$ cat src/rtl/ranging_scheduler.sv
// Two-channel ultrasonic ranging sequencer: fires one sensor at a time, times the
// echo pulse, converts it to centimetres and hands each result downstream.
module ranging_scheduler #(
  parameter int TRIG_CYCLES  = 500,
  parameter int CM_DIV       = 2900,
  parameter int ECHO_TIMEOUT = 1_900_000,
  parameter int GUARD_CYCLES = 3_000_000
) (
  input  logic        clk,
  input  logic        rst_n,
  input  logic        enable,
  input  logic [1:0]  echo,
  output logic [1:0]  trigger,
  output logic [15:0] dist_cm,
  output logic        dist_sensor,
  output logic        dist_timeout,
  output logic        dist_valid,
  input  logic        dist_ready,
  output logic [2:0]  fsm_state
);

  localparam int MAX_TE  = (TRIG_CYCLES > ECHO_TIMEOUT) ? TRIG_CYCLES : ECHO_TIMEOUT;
  localparam int MAX_CNT = (MAX_TE > GUARD_CYCLES) ? MAX_TE : GUARD_CYCLES;
  localparam int CNT_W   = $clog2(MAX_CNT) + 1;
  localparam int SUB_W   = $clog2(CM_DIV) + 1;

  localparam logic [CNT_W-1:0] TRIG_LAST  = CNT_W'(TRIG_CYCLES - 1);
  localparam logic [CNT_W-1:0] TMO_LAST   = CNT_W'(ECHO_TIMEOUT - 1);
  localparam logic [CNT_W-1:0] GUARD_LAST = CNT_W'(GUARD_CYCLES - 1);
  localparam logic [SUB_W-1:0] SUB_LAST   = SUB_W'(CM_DIV - 1);

  typedef enum logic [2:0] {
    S_IDLE, S_TRIG, S_WAIT_RISE, S_MEASURE, S_REPORT, S_GUARD
  } state_t;

  state_t            state;
  logic              sel;
  logic [CNT_W-1:0]  cnt;
  logic [SUB_W-1:0]  sub;
  logic [15:0]       cm;
  logic [1:0]        echo_m;
  logic [1:0]        echo_s;
  logic [1:0]        echo_d;
  logic              cur;
  logic              prev;

  assign fsm_state = state;
  assign cur       = echo_s[sel];
  assign prev      = echo_d[sel];

  // Two-flop synchronizer plus one delayed copy for rise detection.
  always_ff @(posedge clk or negedge rst_n) begin
    if (!rst_n) begin
      echo_m <= 2'b00;
      echo_s <= 2'b00;
      echo_d <= 2'b00;
    end else begin
      echo_m <= echo;
      echo_s <= echo_m;
      echo_d <= echo_s;
    end
  end

  // Result handshake: dist_valid rises with all dist_* fields, which then hold
  // until a cycle with dist_valid=1 and dist_ready=1; valid drops the cycle after.
  always_ff @(posedge clk or negedge rst_n) begin
    if (!rst_n) begin
      state        <= S_IDLE;
      sel          <= 1'b0;
      cnt          <= '0;
      sub          <= '0;
      cm           <= 16'd0;
      trigger      <= 2'b00;
      dist_cm      <= 16'd0;
      dist_sensor  <= 1'b0;
      dist_timeout <= 1'b0;
      dist_valid   <= 1'b0;
    end else begin
      case (state)
        S_IDLE: begin
          if (enable) begin
            state   <= S_TRIG;
            trigger <= sel ? 2'b10 : 2'b01;
            cnt     <= '0;
          end
        end
        S_TRIG: begin
          if (cnt == TRIG_LAST) begin
            trigger <= 2'b00;
            cnt     <= '0;
            state   <= S_WAIT_RISE;
          end else begin
            cnt <= cnt + 1'b1;
          end
        end
        S_WAIT_RISE: begin
          if (cur && !prev) begin
            // The rising cycle is already the first high cycle of the pulse.
            state <= S_MEASURE;
            cnt   <= CNT_W'(1);
            if (CM_DIV == 1) begin
              cm  <= 16'd1;
              sub <= '0;
            end else begin
              cm  <= 16'd0;
              sub <= SUB_W'(1);
            end
          end else if (cnt == TMO_LAST) begin
            dist_cm      <= 16'hFFFF;
            dist_timeout <= 1'b1;
            dist_sensor  <= sel;
            dist_valid   <= 1'b1;
            state        <= S_REPORT;
          end else begin
            cnt <= cnt + 1'b1;
          end
        end
        S_MEASURE: begin
          if (!cur) begin
            dist_cm      <= cm;
            dist_timeout <= 1'b0;
            dist_sensor  <= sel;
            dist_valid   <= 1'b1;
            state        <= S_REPORT;
          end else if (cnt == TMO_LAST) begin
            dist_cm      <= 16'hFFFF;
            dist_timeout <= 1'b1;
            dist_sensor  <= sel;
            dist_valid   <= 1'b1;
            state        <= S_REPORT;
          end else begin
            cnt <= cnt + 1'b1;
            if (sub == SUB_LAST) begin
              sub <= '0;
              if (cm != 16'hFFFE) cm <= cm + 16'd1;
            end else begin
              sub <= sub + 1'b1;
            end
          end
        end
        S_REPORT: begin
          if (dist_ready) begin
            dist_valid <= 1'b0;
            cnt        <= '0;
            state      <= S_GUARD;
          end
        end
        S_GUARD: begin
          if (cnt == GUARD_LAST) begin
            sel <= ~sel;
            cnt <= '0;
            if (enable) begin
              state   <= S_TRIG;
              trigger <= sel ? 2'b01 : 2'b10;
            end else begin
              state <= S_IDLE;
            end
          end else begin
            cnt <= cnt + 1'b1;
          end
        end
        default: state <= S_IDLE;
      endcase
    end
  end

endmodule

$ cat config.mk
export PLATFORM = sky130hd
export DESIGN_NAME = ranging_scheduler
export DESIGN_NICKNAME = d
export VERILOG_FILES = /design/src/rtl/ranging_scheduler.sv
export SDC_FILE = /design/constraint.sdc
export NUM_CORES = 1
export LEC_CHECK = 0
export CORE_ASPECT_RATIO = 0.5
export CORE_MARGIN = 1
export CORE_UTILIZATION = 52
export DETAILED_ROUTE_END_ITERATION = 7
export PLACE_DENSITY = 0.72
export REMOVE_ABC_BUFFERS = 1
export SKIP_CTS_REPAIR_TIMING = 1
export SYNTH_ARGS = -nofsm -noshare
export SYNTH_HDL_FRONTEND = slang
export SYNTH_SLANG_ARGS = --single-unit
export TNS_END_PERCENT = 50
$ cat constraint.sdc
create_clock -name clk -period 3.08 [get_ports clk]
set_clock_uncertainty 0.15 [all_clocks]
set_input_delay 0.616 -clock clk [delete_from_list [all_inputs] [get_ports clk]]
set_output_delay 0.616 -clock clk [all_outputs]
set_load 0.02 [all_outputs]
==> impl_metrics.ini <==
[placed_design]
buffer_ports.inserted = 29
dpl_cell_area_um2 = 4830
dpl.hpwl_um = 6780
place_worst_setup_slack_ns = 0.269
placed_cells = 592
gpl.final_weighted_congestion = 0.913

[final_layout]
layout_cells_sized_above_1_pct = 10.1
post_layout_nonfiller_instances = 608
area_growth_syn_to_layout_pct = 16.6
layout.cell_area.non_filler_um2 = 5150
nets_final = 501
final_core_utilization_pct = 63.4
antenna_cells = 0

[synth]
yosys.area.top_type = sky130_fd_sc_hd__dfrtp_1
synthCells = 463
synth.lib_cells_used.distinct = 66
netlist.area_leader.share_pct = 47.1
async_flop_share_pct = 100
post_synth_instance_area_um2 = 4410
seq_area_frac_synth_pct = 47.1
synth_top_flop_cell = sky130_fd_sc_hd__dfrtp_1
ys_top_cells_by_count = sky130_fd_sc_hd__dfrtp_1 (83), sky130_fd_sc_hd__nand2_1 (39), sky130_fd_sc_hd__o21ai_0 (33)
syn-mean-instance-area_um2 = 9.53
synth_edf_count = 0
most_numerous_cell_in_the_yosys_netlist = sky130_fd_sc_hd__dfrtp_1
synth-seq-cells = 83
ys.warnings.count = 0
synth.area.top_cells = sky130_fd_sc_hd__dfrtp_1 (47%), sky130_fd_sc_hd__o21ai_0 (3.7%), sky130_fd_sc_hd__nand4_1 (3.4%)

[pwr]
ir_drop_mv = 0.408
pwr_density_cell_nw_per_um2 = 742
leakagePower_nw = 2.09

[global_route]
globalRouteMet1Util_pct = 33.4
grt_first_pass_wirelength_um = 16400
gr-usage-met2_pct = 37.0
grt_max_degree = 84
grt_use_total_pct = 23.6
grt_antenna_before_repair = 0
first_global_vias = 3357
busiest_layer = met2
use_met3_pct = 5.63
global_route.overflow_total = 0

[clock_tree]
cts_sinks = 83
clkLatencyLatePin_ns = 0.34
path_clk_slew_ns = 0.06
cts.htree.levels = 3
max-clock-path-buffers = 2
numCtsBuffers = 9
tritoncts_clock_tree = built
clk_root_buffer_cell = sky130_fd_sc_hd__clkbuf_16

[drt]
drt_first_iter_violations = 252
post_route_antenna_net_violation_count = 0
detail_route.drc_violations = 0
route.detailed.wl_per_inst_um = 16.3
dr.pass1.iters = 5
route.final.wire_length_um = 9930
avgViaCountPerCell = 6.00
total_vias_in_the_final_route = 3649

[timing]
fin_crit_sh_pct = 92.0
timing_hold_violations_final = 0
post-route-worst-setup-slack_ns = 0.246
slew_headroom_pct = 30.9
grt_setup_unrepaired = false
period_needed_ns = 2.83
worst-slew-pin-transition_ns = 1.04
max_freq_mhz = 353
final.hold.worst_slack_ns = 0.200
slew_violations = 0
setup_viol_count_final = 0

[worst_hold_path]
hold_path_class = reg -> reg

[floorplan]
ioPinCount = 30
design.core.area_um2 = 8120
num_rows = 23
die_width_um = 132
die_area_um2 = 8880
die_h_um = 67.2
start_util_pct = 54.4

[worst_setup_path]
timing.critical_path.from = cnt[0]$_DFFE_PN0P_
reg2reg_from = cnt[0]$_DFFE_PN0P_
maximum_fanout_encountered_on_the_critical_timing_path = 19
endpoint_kind = flop
timing.critical_path.from_type = flop
worst-endpoint-arrival_ns = 2.93
crit_required_ns = 3.18
setup.reg_to_reg.worst_slack_ns = 0.25
r2r_path_end = cnt[6]$_DFFE_PN0P_
timing.reg2reg.worst_path_depth = 8
worstSetupEndpoint = cnt[6]$_DFFE_PN0P_
timing_worst_setup_path_type = reg -> reg

[run]
maxCapViolCount = 0

[run_status]
status = completed
[critical path, cell delays in order, from the launching register on]
cell                      delay [ns]
sky130_fd_sc_hd__dfrtp_1        0.42
sky130_fd_sc_hd__ha_1           0.29
sky130_fd_sc_hd__nand3_1        0.27
sky130_fd_sc_hd__nor4_4         0.09
sky130_fd_sc_hd__a21o_2         0.24
sky130_fd_sc_hd__a31oi_2        0.58
sky130_fd_sc_hd__buf_4          0.34
sky130_fd_sc_hd__o21ai_0        0.16
sky130_fd_sc_hd__a21oi_1        0.20
[flip-flops by register name (all words and copies together), names as in the netlist]
signal        flops
cm               16
cnt              23
dist_cm          16
dist_sensor       1
dist_timeout      1
dist_valid        1
echo_d            2
echo_m            2
echo_s            2
fsm_state         3
sel               1
sub              13
trigger           2
[layer usage]
metal  vias up  part of all wire, %
met5         -                    0
met4         0                 0.72
met3         9                  4.4
met2        78                   46
met1      1773                   49
li1       1789                    -
[area by class of cell]
type	count	area [um^2]
clock buffers	10	239
flip-flops and latches	83	2080
repair buffers	41	378
inverters	18	67.6
clock inverters	6	71.3
well taps	112	140
multi-input cells	338	2180
fillers	688	2970
[layout by cell type, fill, tap and decap left out, types with 3 or more instances in the layout]
master / count
sky130_fd_sc_hd__mux2i_1: 3
sky130_fd_sc_hd__o21ai_0: 32
sky130_fd_sc_hd__nand2_1: 39
sky130_fd_sc_hd__nand3_1: 17
sky130_fd_sc_hd__nand4_1: 24
sky130_fd_sc_hd__dfrtp_1: 83
sky130_fd_sc_hd__or3_1: 9
sky130_fd_sc_hd__o21a_1: 4
sky130_fd_sc_hd__inv_1: 17
sky130_fd_sc_hd__a31oi_1: 12
sky130_fd_sc_hd__or4_1: 3
sky130_fd_sc_hd__o22a_1: 16
sky130_fd_sc_hd__and2_1: 3
sky130_fd_sc_hd__inv_6: 3
sky130_fd_sc_hd__nor2_1: 30
sky130_fd_sc_hd__a21bo_2: 3
sky130_fd_sc_hd__ha_1: 4
sky130_fd_sc_hd__xor2_1: 10
sky130_fd_sc_hd__buf_4: 13
sky130_fd_sc_hd__clkbuf_16: 9
sky130_fd_sc_hd__o31ai_1: 9
sky130_fd_sc_hd__nor2b_1: 3
sky130_fd_sc_hd__nor3_1: 12
sky130_fd_sc_hd__and3_1: 7
sky130_fd_sc_hd__a41oi_1: 4
sky130_fd_sc_hd__nand2b_1: 7
sky130_fd_sc_hd__nand3b_1: 3
sky130_fd_sc_hd__nor4_1: 3
sky130_fd_sc_hd__clkdlybuf4s50_1: 28
sky130_fd_sc_hd__a21oi_1: 29
[worst min-delay path by stage]
stage                                    from                  end  slack (ns)  cells past startpoint
after global routing      echo_m[0]$_DFF_PN0_  echo_s[0]$_DFF_PN0_        0.20                      0
final                     echo_m[0]$_DFF_PN0_  echo_s[0]$_DFF_PN0_        0.20                      0
after global placement    echo_m[1]$_DFF_PN0_  echo_s[1]$_DFF_PN0_        0.18                      0
after detailed placement  echo_m[0]$_DFF_PN0_  echo_s[0]$_DFF_PN0_        0.19                      0
after floorplan                         rst_n    cm[0]$_DFFE_PN0P_        0.17                      0
after CTS                 echo_m[0]$_DFF_PN0_  echo_s[0]$_DFF_PN0_        0.20                      0
[metrics by stage]
step	power (mW)	TNS, ns
2_1_floorplan	2.19	-0.109
3_3_place_gp	2.70	0
3_5_place_dp	2.71	0
4_1_cts	3.83	0
5_1_grt	4.02	0
6_report	3.82	0
[report_power, final]
group          switching [mW]  internal (mW)  total, mW
combinational           0.779          0.537       1.32
clock                   0.452          0.659       1.11
sequential              0.152           1.24       1.39
[kinds of logic after synthesis]
group / after synthesis / synth area share, %
simple gates: 182 / 23.2
compound gates: 132 / 20.1
flops: 83 / 47.1
buf+inv: 42 / 4.08
xor+xnor: 12 / 2.38
mux: 7 / 1.87
fa+ha+maj: 5 / 1.36
(Power assumes the default switching activity.)
